$ cat src/rtl/at_cmd_host_pkg.sv
// Shared constants and types for the AT-command initiator: line terminators,
// expected reply strings, command ids and FSM state encodings.
package at_cmd_host_pkg;

    localparam logic [7:0] CR = 8'h0D;
    localparam logic [7:0] LF = 8'h0A;

    localparam int unsigned OK_LEN    = 4;
    localparam int unsigned ERROR_LEN = 7;
    localparam logic [OK_LEN*8-1:0]    OK_RESPONSE    = {"OK", CR, LF};
    localparam logic [ERROR_LEN*8-1:0] ERROR_RESPONSE = {"ERROR", CR, LF};

    localparam logic [3:0] CMD_AT         = 4'd0;
    localparam logic [3:0] CMD_MODE_UART  = 4'd1;
    localparam logic [3:0] CMD_MODE_SPI   = 4'd2;
    localparam logic [3:0] CMD_MODE_I2C   = 4'd3;
    localparam logic [3:0] CMD_SPI_MASTER = 4'd4;
    localparam logic [3:0] CMD_SPI_SLAVE  = 4'd5;
    localparam logic [3:0] CMD_CPOL       = 4'd6;
    localparam logic [3:0] CMD_CPHA       = 4'd7;
    localparam logic [3:0] CMD_I2C_MASTER = 4'd8;
    localparam logic [3:0] CMD_I2C_SLAVE  = 4'd9;
    localparam logic [3:0] CMD_UARTSPEED  = 4'd10;
    localparam logic [3:0] CMD_SPISPEED   = 4'd11;
    localparam logic [3:0] CMD_I2CSPEED   = 4'd12;

    typedef enum logic [2:0] {
        ST_IDLE     = 3'd0,
        ST_CHECK    = 3'd1,
        ST_SEND     = 3'd2,
        ST_WAIT_TX  = 3'd3,
        ST_WAIT_RSP = 3'd4,
        ST_FINISH   = 3'd5
    } state_e;

endpackage

$ cat src/rtl/at_cmd_rom.sv
// Command string table: maps (id, arg, byte index) to the frame byte, a
// last-byte flag (the trailing LF) and whether the id/arg pair is legal.
module at_cmd_rom
    import at_cmd_host_pkg::*;
(
    input  logic [3:0] cmd_id_i,
    input  logic [2:0] cmd_arg_i,
    input  logic [3:0] idx_i,
    output logic [7:0] byte_o,
    output logic       last_o,
    output logic       arg_ok_o
);

    logic [103:0] body_s;
    logic [3:0]   len_s;
    logic         digit_s;
    logic [3:0]   pos_s;
    logic [4:0]   frame_len_s;

    // Body text is right-aligned in body_s; a digit, CR and LF follow it.
    always_comb begin
        body_s   = 104'd0;
        len_s    = 4'd0;
        digit_s  = 1'b0;
        arg_ok_o = 1'b1;
        case (cmd_id_i)
            CMD_AT:         begin body_s = {88'd0, "AT"};            len_s = 4'd2;  end
            CMD_MODE_UART:  begin body_s = {8'd0, "AT+MODE=UART"};   len_s = 4'd12; end
            CMD_MODE_SPI:   begin body_s = {16'd0, "AT+MODE=SPI"};   len_s = 4'd11; end
            CMD_MODE_I2C:   begin body_s = {16'd0, "AT+MODE=I2C"};   len_s = 4'd11; end
            CMD_SPI_MASTER: begin body_s = "AT+SPI=MASTER";          len_s = 4'd13; end
            CMD_SPI_SLAVE:  begin body_s = {8'd0, "AT+SPI=SLAVE"};   len_s = 4'd12; end
            CMD_CPOL: begin
                body_s = {40'd0, "AT+CPOL="}; len_s = 4'd8; digit_s = 1'b1;
                arg_ok_o = (cmd_arg_i <= 3'd1);
            end
            CMD_CPHA: begin
                body_s = {40'd0, "AT+CPHA="}; len_s = 4'd8; digit_s = 1'b1;
                arg_ok_o = (cmd_arg_i <= 3'd1);
            end
            CMD_I2C_MASTER: begin body_s = "AT+I2C=MASTER";          len_s = 4'd13; end
            CMD_I2C_SLAVE:  begin body_s = {8'd0, "AT+I2C=SLAVE"};   len_s = 4'd12; end
            CMD_UARTSPEED: begin
                body_s = "AT+UARTSPEED="; len_s = 4'd13; digit_s = 1'b1;
                arg_ok_o = (cmd_arg_i >= 3'd1) && (cmd_arg_i <= 3'd5);
            end
            CMD_SPISPEED: begin
                body_s = {8'd0, "AT+SPISPEED="}; len_s = 4'd12; digit_s = 1'b1;
                arg_ok_o = (cmd_arg_i >= 3'd1) && (cmd_arg_i <= 3'd5);
            end
            CMD_I2CSPEED: begin
                body_s = {8'd0, "AT+I2CSPEED="}; len_s = 4'd12; digit_s = 1'b1;
                arg_ok_o = (cmd_arg_i >= 3'd1) && (cmd_arg_i <= 3'd5);
            end
            default: arg_ok_o = 1'b0;
        endcase
    end

    // Byte select across body, optional digit, CR and LF.
    always_comb begin
        pos_s       = len_s - 4'd1 - idx_i;
        frame_len_s = {1'b0, len_s} + {4'd0, digit_s} + 5'd2;
        last_o      = ({1'b0, idx_i} == (frame_len_s - 5'd1));
        if (idx_i < len_s) begin
            byte_o = body_s[{pos_s, 3'b000} +: 8];
        end else if (digit_s && (idx_i == len_s)) begin
            byte_o = 8'h30 + {5'd0, cmd_arg_i};
        end else if (idx_i == (len_s + {3'd0, digit_s})) begin
            byte_o = CR;
        end else begin
            byte_o = LF;
        end
    end

endmodule

$ cat src/rtl/at_cmd_host.sv
// AT-command initiator: sends the selected command frame through an external
// UART transmitter and classifies the reply as OK / ERROR / TIMEOUT.
module at_cmd_host
    import at_cmd_host_pkg::*;
#(
    parameter logic [23:0] TIMEOUT_CYCLES = 24'd10_000_000,
    parameter int          MAX_RSP_BYTES  = 8
) (
    input  logic       clk,
    input  logic       reset,
    input  logic       cmd_valid,
    input  logic [3:0] cmd_id,
    input  logic [2:0] cmd_arg,
    output logic       cmd_ready,
    output logic [7:0] tx_byte,
    output logic       tx_start,
    input  logic       tx_busy,
    input  logic [7:0] rx_byte,
    input  logic       rx_valid,
    output logic       done,
    output logic       rsp_ok,
    output logic       rsp_err,
    output logic       rsp_timeout
);

    localparam int TAIL_W = (MAX_RSP_BYTES - 1) * 8;
    // Synchroniser (2) plus the exit into FINISH (1) are folded into the load
    // so done lands exactly TIMEOUT_CYCLES after tx_busy falls.
    localparam logic [23:0] TIMER_LOAD = TIMEOUT_CYCLES - 24'd3;

    state_e            state_q, state_d;
    logic [3:0]        id_q, id_d;
    logic [2:0]        arg_q, arg_d;
    logic [3:0]        idx_q, idx_d;
    logic [TAIL_W-1:0] tail_q, tail_d;
    logic [23:0]       timer_q, timer_d;
    logic [7:0]        tx_byte_q, tx_byte_d;
    logic              tx_start_q, tx_start_d;
    logic              done_q, done_d;
    logic              ok_q, ok_d;
    logic              err_q, err_d;
    logic              to_q, to_d;
    logic              ready_q, ready_d;
    logic              busy_s1_q, busy_s2_q;

    logic [7:0] rom_byte_s;
    logic       rom_last_s;
    logic       arg_ok_s;
    logic       busy_fall_s;
    logic       rx_lf_s;

    at_cmd_rom u_rom (
        .cmd_id_i  (id_q),
        .cmd_arg_i (arg_q),
        .idx_i     (idx_q),
        .byte_o    (rom_byte_s),
        .last_o    (rom_last_s),
        .arg_ok_o  (arg_ok_s)
    );

    assign busy_fall_s = busy_s2_q & ~busy_s1_q;
    assign rx_lf_s     = rx_valid & (rx_byte == LF);

    // Next-state and registered-output logic.
    always_comb begin
        state_d    = state_q;
        id_d       = id_q;
        arg_d      = arg_q;
        idx_d      = idx_q;
        tail_d     = tail_q;
        timer_d    = timer_q;
        tx_byte_d  = tx_byte_q;
        tx_start_d = 1'b0;
        ok_d       = ok_q;
        err_d      = err_q;
        to_d       = to_q;
        case (state_q)
            ST_IDLE: begin
                if (cmd_valid) begin
                    id_d    = cmd_id;
                    arg_d   = cmd_arg;
                    ok_d    = 1'b0;
                    err_d   = 1'b0;
                    to_d    = 1'b0;
                    state_d = ST_CHECK;
                end else begin
                    state_d = ST_IDLE;
                end
            end
            ST_CHECK: begin
                if (!arg_ok_s) begin
                    err_d   = 1'b1;
                    state_d = ST_FINISH;
                end else begin
                    idx_d   = 4'd0;
                    state_d = ST_SEND;
                end
            end
            ST_SEND: begin
                if (!tx_busy) begin
                    tx_byte_d  = rom_byte_s;
                    tx_start_d = 1'b1;
                    state_d    = ST_WAIT_TX;
                end else begin
                    state_d = ST_SEND;
                end
            end
            ST_WAIT_TX: begin
                if (busy_fall_s) begin
                    idx_d = idx_q + 4'd1;
                    if (rom_last_s) begin
                        tail_d  = '0;
                        timer_d = TIMER_LOAD;
                        state_d = ST_WAIT_RSP;
                    end else begin
                        state_d = ST_SEND;
                    end
                end else begin
                    state_d = ST_WAIT_TX;
                end
            end
            ST_WAIT_RSP: begin
                if (rx_valid) begin
                    tail_d = {tail_q[TAIL_W-9:0], rx_byte};
                end else begin
                    tail_d = tail_q;
                end
                // An LF arriving on the expiry cycle still gets evaluated.
                if (rx_lf_s) begin
                    if (tail_d[OK_LEN*8-1:0] == OK_RESPONSE) begin
                        ok_d = 1'b1;
                    end else if (tail_d == ERROR_RESPONSE) begin
                        err_d = 1'b1;
                    end else begin
                        err_d = 1'b1;
                    end
                    state_d = ST_FINISH;
                end else if (timer_q == 24'd0) begin
                    to_d    = 1'b1;
                    state_d = ST_FINISH;
                end else begin
                    timer_d = timer_q - 24'd1;
                end
            end
            ST_FINISH: state_d = ST_IDLE;
            default:   state_d = ST_IDLE;
        endcase
        done_d  = (state_d == ST_FINISH);
        ready_d = (state_d == ST_IDLE);
    end

    // State, datapath and output registers; tx_busy is double-flopped.
    always_ff @(posedge clk or negedge reset) begin
        if (!reset) begin
            state_q    <= ST_IDLE;
            id_q       <= 4'd0;
            arg_q      <= 3'd0;
            idx_q      <= 4'd0;
            tail_q     <= '0;
            timer_q    <= 24'd0;
            tx_byte_q  <= 8'd0;
            tx_start_q <= 1'b0;
            done_q     <= 1'b0;
            ok_q       <= 1'b0;
            err_q      <= 1'b0;
            to_q       <= 1'b0;
            ready_q    <= 1'b1;
            busy_s1_q  <= 1'b0;
            busy_s2_q  <= 1'b0;
        end else begin
            state_q    <= state_d;
            id_q       <= id_d;
            arg_q      <= arg_d;
            idx_q      <= idx_d;
            tail_q     <= tail_d;
            timer_q    <= timer_d;
            tx_byte_q  <= tx_byte_d;
            tx_start_q <= tx_start_d;
            done_q     <= done_d;
            ok_q       <= ok_d;
            err_q      <= err_d;
            to_q       <= to_d;
            ready_q    <= ready_d;
            busy_s1_q  <= tx_busy;
            busy_s2_q  <= busy_s1_q;
        end
    end

    assign cmd_ready   = ready_q;
    assign tx_byte     = tx_byte_q;
    assign tx_start    = tx_start_q;
    assign done        = done_q;
    assign rsp_ok      = ok_q;
    assign rsp_err     = err_q;
    assign rsp_timeout = to_q;

endmodule

$ cat config.mk
export PLATFORM = sky130hd
export DESIGN_NAME = at_cmd_host
export DESIGN_NICKNAME = d
export VERILOG_FILES = /design/src/rtl/at_cmd_host_pkg.sv /design/src/rtl/at_cmd_rom.sv /design/src/rtl/at_cmd_host.sv
export SDC_FILE = /design/constraint.sdc
export NUM_CORES = 1
export LEC_CHECK = 0
export CAP_MARGIN = 20
export CORE_MARGIN = 2
export CORE_UTILIZATION = 45
export DETAILED_ROUTE_END_ITERATION = 10
export MAX_ROUTING_LAYER = met4
export PLACE_DENSITY = 0.76
export SLEW_MARGIN = 25
export SYNTH_ARGS = -nofsm -noshare
export SYNTH_HDL_FRONTEND = slang
export SYNTH_SLANG_ARGS = --single-unit
$ cat constraint.sdc
create_clock -name clk -period 4.3 [get_ports clk]
set_input_delay 0.86 -clock clk [delete_from_list [all_inputs] [get_ports clk]]
set_output_delay 0.86 -clock clk [all_outputs]
set_load 0.05 [all_outputs]
==> results.sh, run 1 <==
export IMPL_outcome="complete, no violations"
export IMPL_timing_max_cap_violations=0
export IMPL_synth_top_cells_by_count="nand2_1 (115), dfrtp_1 (84), o21ai_0 (78), clkbuf_1 (58), nor2_1 (55)"
export IMPL_cts_resized_gates=0
export IMPL_ratio_of_final_minimum_period_to_clock_period_pct=88.0
export IMPL_cpPeakStageDelay_ps=510
export IMPL_tritoncts="built"
export IMPL_critPathRequiredTime_ps=4530
export IMPL_synth_area_leader_cell="dfrtp_1"
export IMPL_dominantRegCellSynth="dfrtp_1"
export IMPL_synth_top_area_share_pct=34.2
export IMPL_area_growth_pct=13.7
export IMPL_dpl_worst_slack_ps=636
export IMPL_ys_types=74
export IMPL_synthAdderAreaFrac_pct=3.13
export IMPL_final_layout_size_suffix_gt1_share_pct=8.27
export IMPL_post_synth_and_or_nand_nor_area_fraction_pct=27.7
export IMPL_async_flop_share_pct=100
export IMPL_route_detailed_wl_per_inst_um=18.2
export IMPL_detail_route_iter0_violations=735
export IMPL_floorplan_initialDensity_pct=46.3
export IMPL_yosys_register_bits=85
export IMPL_fin_tns_setup_ps=0
export IMPL_rows=42
export IMPL_fraction_of_the_mapped_netlist_area_in_compound_gates_pct=25.4
export IMPL_synth_area_mm2=0.00615
export IMPL_criticalPathCategory="reg -> reg"
export IMPL_area_of_the_multi_input_gates_mm2=0.00368
export IMPL_post_synth_cell_area_avg_um2=7.80
export IMPL_cts_hold_buffers=0
export IMPL_gr_usage_all_layers_pct=25.8
export IMPL_combinational_family_with_the_most_area_after_synthesis="simple AND/OR/NAND/NOR gates"
export IMPL_worst_path_buf_inv=4
export IMPL_insertedDiodeCount=0
export IMPL_ys_warn_count=0
export IMPL_clock_tree_root_cell="clkbuf_16"
export IMPL_hold_path_class="reg -> reg"
export IMPL_fill_cells=1255
export IMPL_antenna_found_initial=0
export IMPL_place_port_buffers=32
export IMPL_syn_nets=822
export IMPL_grt_setup_unrepaired="false"
export IMPL_worst_slack_ps=517
export IMPL_final_setup_skew_ps=9.50
export IMPL_slew_viol_final=0
export IMPL_post_synth_main_area_contributors="dfrtp_1 (34%), nand2_1 (7.0%), o21ai_0 (6.3%), clkbuf_1 (3.5%), nor2_1 (3.4%)"
export IMPL_muxShareOfSynthArea_pct=1.06
export IMPL_clock_fmax_mhz=264
export IMPL_yosys_area_share_xor_xnor_pct=2.42
export IMPL_cts_post_setup_buffers_inserted=0
export IMPL_synth_seq_area_share_pct=34.6
export IMPL_finalCriticalPeriod_ps=3780
export IMPL_yosys_cell_count_top_type="nand2_1"
export IMPL_insertion_delay_ps=350
export IMPL_max_slew_worst_pin_slew_ps=890
export IMPL_final_hold_violation_count=0
export IMPL_final_setup_viol_count=0
export IMPL_gr_ovfl_total=0
export IMPL_crit_path_cell_trace="buf_4 > and2_0 > a22oi_1 > ha_1 > inv_1 > ha_1 > xnor2_1 > nand2b_1 > a211oi_1 > and3_2 > buf_12 > buf_4 > o21ai_0"
export IMPL_clk_path_buf_depth=2
export IMPL_die_height_um=121
export IMPL_design_final_nets=827
export IMPL_vias_in_the_first_global_route=5654
export IMPL_place_congestion=1.02
export IMPL_grt_max_degree=69
export IMPL_cts_reportedPaths_clkPinSlew_ps=60
export IMPL_edff_count_synth=0
export IMPL_grt_pass1_wl_mm=29.4
export IMPL_drcViolationCount=0
export IMPL_worstPathArrival_ps=4010
export IMPL_dpl_hpwl_mm=12.3
export IMPL_floorplan_die_width_um=121
export IMPL_via_per_inst=6.24
export IMPL_tritoncts_num_sinks=85
export IMPL_dr_total_vias=6077
export IMPL_relSlewSlack_pct=40.6
export IMPL_detailedRoute_firstPassIterationCount=6
export IMPL_cts_max_level=3
export IMPL_critPathTopFamily="simple AND/OR/NAND/NOR gates"
export IMPL_synthesis_instances=788
export IMPL_ios=34
export IMPL_core_area_mm2=0.0133
export IMPL_totalWireLength_mm=17.8
export IMPL_clock_buffer_count_from_cts=9
export IMPL_cp_max_fo=35
export IMPL_design_die_area_mm2=0.0146
export IMPL_footprint_of_the_flip_flops_and_latches_mm2=0.00213
export IMPL_detail_route_antenna_nets=0
export IMPL_critPathLaunchType="flop"
export IMPL_cp_end_kind="flop"
export IMPL_crit_slowest_cell="and3_2"
-- final cells by class --
cell class / count / share of cell area, %
multi-input cells: 614 / 52.7
inverters: 23 / 1.23
repair buffers: 60 / 7.73
clock inverters: 4 / 1.11
clock buffers: 12 / 3.67
flip-flops and latches: 85 / 30.4
well taps: 176 / 3.15
-- path summary, 6_finish.rpt --
check | to | slack, ps | start | cells after the start
worst min register to register | busy_s2_q | 370 | busy_s1_q | 0
min in group asynchronous | timer_q[14] | 630 | reset | 1
worst max-delay path | tail_q[28] | 520 | id_q[3] | 13
worst min-delay path | busy_s2_q | 370 | busy_s1_q | 0
max in group asynchronous | cmd_ready | 2830 | reset | 2
worst max register to register | tail_q[28] | 520 | id_q[3] | 13
-- metrics by stage --
step	instances	utilization [%]	hold WS [ps]	area (µm²)
floorplan	788	-	354	6150
global placement	958	50.0	359	6650
detailed placement	958	50.1	369	6660
CTS	974	52.6	369	6990
global route	974	52.6	392	6990
finish	974	52.6	365	6990
-- per-layer routing --
| metal | wire length [µm] | global-route usage (%) | up-vias |
|---|---|---|---|
| li1 | - | - | 2898 |
| met1 | 7910 | 35.9 | 2837 |
| met2 | 7960 | 36.9 | 290 |
| met3 | 1370 | 5.03 | 52 |
| met4 | 520 | 10.6 | 0 |
| met5 | 0 | - | - |
-- registers in the layout, summed over array words and instances, names as in the netlist --
signal       flops
timer_q         24
rsp_err          1
tail_q          32
done             1
tx_start         1
busy_s2_q        1
rsp_timeout      1
arg_q            3
tx_byte          7
id_q             4
state_q          3
idx_q            4
cmd_ready        1
rsp_ok           1
busy_s1_q        1
-- kinds of logic (layout without fill, tap and decap cells) --
family / after synthesis / count (layout)
AND/OR/NAND/NOR: 335 / 335
AO/OA/AOI/OAI: 240 / 240
buffers and inverters: 89 / 99
flip-flops: 85 / 85
XOR/XNOR: 17 / 17
adder cells (fa/ha/maj): 15 / 15
multiplexers: 6 / 6
other: 1 / 1
-- placed cells by master, fill, tap and decap left out, types with 5 or more instances in the layout --
cell type	Yosys	routed
nand2_1	115	114
dfrtp_1	84	84
o21ai_0	78	78
nor2_1	55	55
a21oi_1	31	31
clkdlybuf4s50_1	0	31
buf_4	3	28
nor3_1	25	25
nand3_1	23	23
inv_1	22	22
nand2b_1	17	17
nor2b_1	17	17
o211ai_1	16	16
or4_1	16	16
xnor2_1	15	15
a211oi_1	13	13
a31oi_1	13	13
ha_1	13	13
o22ai_1	11	11
nor4_1	11	11
nand4_1	10	10
or3_1	9	9
clkbuf_16	0	9
a21o_1	8	8
a22o_1	8	8
a311oi_1	7	7
nor4b_1	6	6
a22oi_1	5	5
a21boi_0	5	5
o31ai_1	5	5
-- worst reg2reg max path: stages, from the launching register on --
cell and delay [ps]:
dfrtp_1 460, buf_4 270, and2_0 330, a22oi_1 460
ha_1 230, inv_1 40, ha_1 270, xnor2_1 150
nand2b_1 100, a211oi_1 330, and3_2 510, buf_12 240
buf_4 170, o21ai_0 90
Power of run 1 is not shown: default switching activity piles up to over one toggle a cycle in this logic, so the estimate is an artifact.
==> inputs of run 2 (changes only) <==
--- a/config.mk
+++ b/config.mk
@@ -5,12 +5,13 @@
 export SDC_FILE = /design/constraint.sdc
 export NUM_CORES = 1
 export LEC_CHECK = 0
+export ABC_AREA = 1
 export CAP_MARGIN = 20
 export CORE_MARGIN = 2
-export CORE_UTILIZATION = 45
+export CORE_UTILIZATION = 30
 export DETAILED_ROUTE_END_ITERATION = 10
 export MAX_ROUTING_LAYER = met4
-export PLACE_DENSITY = 0.76
+export PLACE_DENSITY = 0.54
 export SLEW_MARGIN = 25
 export SYNTH_ARGS = -nofsm -noshare
 export SYNTH_HDL_FRONTEND = slang
==> results.sh, run 2 <==
export IMPL_totalWireLength_mm=18.7
export IMPL_tritoncts_num_sinks=85
export IMPL_crit_path_cell_trace="inv_1 > nand2_1 > nor2_1 > nor2_1 > nand2_1 > inv_1 > ha_1 > inv_1 > ha_1 > inv_1 > nor2_1 > nor4_1 > nor2b_2 > nand4_4 > nand2_4 > nand2_2 > nand2_1 > nand2_1"
export IMPL_synth_seq_area_share_pct=34.2
export IMPL_floorplan_die_width_um=148
export IMPL_area_growth_pct=14.7
export IMPL_slew_viol_final=0
export IMPL_edff_count_synth=0
export IMPL_clk_path_buf_depth=2
export IMPL_gr_usage_all_layers_pct=18.2
export IMPL_clock_fmax_mhz=260
export IMPL_clock_tree_root_cell="clkbuf_16"
export IMPL_cts_resized_gates=0
export IMPL_finish_utilization_pct=35.1
export IMPL_cpPeakStageDelay_ps=480
export IMPL_rows=52
export IMPL_grt_max_degree=56
export IMPL_place_congestion=0.925
export IMPL_crit_slowest_cell="dfrtp_1"
export IMPL_post_synth_main_area_contributors="dfrtp_1 (34%), nand2_1 (18%), nand3_1 (9.7%), nor2_1 (6.8%), o21ai_0 (6.7%)"
export IMPL_drcViolationCount=0
export IMPL_ios=34
export IMPL_design_die_area_mm2=0.0219
export IMPL_antenna_found_initial=0
export IMPL_criticalPathCategory="reg -> reg"
export IMPL_synth_area_mm2=0.00622
export IMPL_place_port_buffers=32
export IMPL_critPathRequiredTime_ps=4520
export IMPL_dr_total_vias=6317
export IMPL_finalCriticalPeriod_ps=3840
export IMPL_tritoncts="built"
export IMPL_via_per_inst=4.96
export IMPL_timing_max_cap_violations=0
export IMPL_cp_max_fo=24
export IMPL_dpl_worst_slack_ps=440
export IMPL_die_height_um=148
export IMPL_final_setup_skew_ps=12.8
export IMPL_vias_in_the_first_global_route=6074
export IMPL_grt_setup_unrepaired="false"
export IMPL_worst_path_buf_inv=4
export IMPL_final_layout_size_suffix_gt1_share_pct=5.78
export IMPL_ys_types=40
export IMPL_cp_end_kind="flop"
export IMPL_synth_top_cells_by_count="nand2_1 (303), nand3_1 (120), nor2_1 (113), inv_1 (93), dfrtp_1 (84)"
export IMPL_grt_pass1_wl_mm=31.6
export IMPL_detail_route_antenna_nets=0
export IMPL_relSlewSlack_pct=28.9
export IMPL_insertedDiodeCount=0
export IMPL_critPathLaunchType="flop"
export IMPL_critPathTopFamily="simple AND/OR/NAND/NOR gates"
export IMPL_synth_area_leader_cell="dfrtp_1"
export IMPL_detail_route_iter0_violations=405
export IMPL_largest_register_ffs=32
export IMPL_ratio_of_final_minimum_period_to_clock_period_pct=89.4
export IMPL_gr_ovfl_total=0
export IMPL_async_flop_share_pct=100
export IMPL_synthesis_instances=973
export IMPL_worst_slack_ps=456
export IMPL_detailedRoute_firstPassIterationCount=5
export IMPL_final_hold_violation_count=0
export IMPL_cts_reportedPaths_clkPinSlew_ps=70
export IMPL_mostFrequentLayoutCell="nand2_1"
export IMPL_insertion_delay_ps=340
export IMPL_yosys_register_bits=85
export IMPL_fin_tns_setup_ps=0
export IMPL_ys_warn_count=0
export IMPL_core_area_mm2=0.0203
export IMPL_post_synth_cell_area_avg_um2=6.39
export IMPL_registers_top_by_ff_count="tail_q"
export IMPL_yosys_cell_count_top_type="nand2_1"
export IMPL_route_detailed_wl_per_inst_um=14.7
export IMPL_worstPathArrival_ps=4070
export IMPL_layout_common_cells="nand2_1 (303), nand3_1 (120), nor2_1 (112), inv_1 (93), dfrtp_1 (84)"
export IMPL_dpl_hpwl_mm=13.7
export IMPL_hold_path_class="reg -> reg"
export IMPL_cts_hold_buffers=0
export IMPL_dominantRegCellSynth="dfrtp_1"
export IMPL_cts_max_level=3
export IMPL_final_setup_viol_count=0
export IMPL_cts_post_setup_buffers_inserted=0
export IMPL_max_slew_worst_pin_slew_ps=1070
export IMPL_floorplan_initialDensity_pct=30.6
export IMPL_design_final_nets=1032
export IMPL_clock_buffer_count_from_cts=9
export IMPL_outcome="complete, no violations"
export IMPL_syn_nets=1007
export IMPL_synth_top_area_share_pct=33.8
==> run 2: cell count changes after synthesis, moves of 11 or more <==
cell	before	now
or4_1	16	0
nor2_1	55	113
a211oi_1	13	1
nor2b_1	17	0
nor3_1	25	14
nand2b_1	17	0
clkbuf_1	58	22
inv_1	22	93
nand2_1	115	303
o211ai_1	16	3
nand3_1	23	120
==> run 2: path summary, 6_finish.rpt <==
path / from / endpoint / slack [ps] / depth (start not counted)
hold / removal: busy_s1_q / busy_s2_q / 370 / 0
max in group asynchronous: reset / arg_q[0] / 2790 / 2
min in group asynchronous: reset / timer_q[11] / 560 / 1
setup reg to reg: id_q[1] / timer_q[18] / 460 / 18
hold reg to reg: busy_s1_q / busy_s2_q / 370 / 0
setup / recovery: id_q[1] / timer_q[18] / 460 / 18
==> run 2: cells by family after synthesis <==
group                    count (synthesis)  share of synthesized area, %
AO/OA/AOI/OAI                          129                          10.9
other                                    1                        0.0603
adder cells (fa/ha/maj)                 14                          2.94
buffers and inverters                  132                          8.49
XOR/XNOR                                17                          2.39
flip-flops                              85                          34.2
AND/OR/NAND/NOR                        595                          41.0
==> run 2: stage by stage <==
stage	cell area (µm²)	std cells	hold WS, ps
global placement	6850	1257	364
floorplan	6220	973	354
finish	7130	1273	373
detailed placement	6850	1257	363
CTS	7120	1273	377
global route	7130	1273	384
==> run 2: per-layer routing <==
| layer | up-vias | track usage, % | wire, µm |
|---|---|---|---|
| met5 | - | - | 0 |
| met4 | 0 | 6.00 | 505 |
| met3 | 43 | 1.85 | 728 |
| met2 | 152 | 29.1 | 8750 |
| met1 | 2920 | 24.2 | 8690 |
| li1 | 3202 | - | - |
==> run 2: worst register-to-register path, stage by stage (launching register included) <==
cell,delay [ps]
dfrtp_1,480
inv_1,170
nand2_1,200
nor2_1,330
nor2_1,100
nand2_1,190
inv_1,70
ha_1,200
inv_1,50
ha_1,220
inv_1,60
nor2_1,30
nor4_1,230
nor2b_2,240
nand4_4,260
nand2_4,310
nand2_2,350
nand2_1,160
nand2_1,60
==> run 2: final cells by class <==
type	instances	area, µm²
clock buffers	10	229
inverters	99	372
fillers	2282	13200
multi-input cells	756	3570
flip-flops and latches	85	2130
repair buffers	47	443
well taps	270	338
clock inverters	6	47.5
Power of run 2 is left out for the same reason.
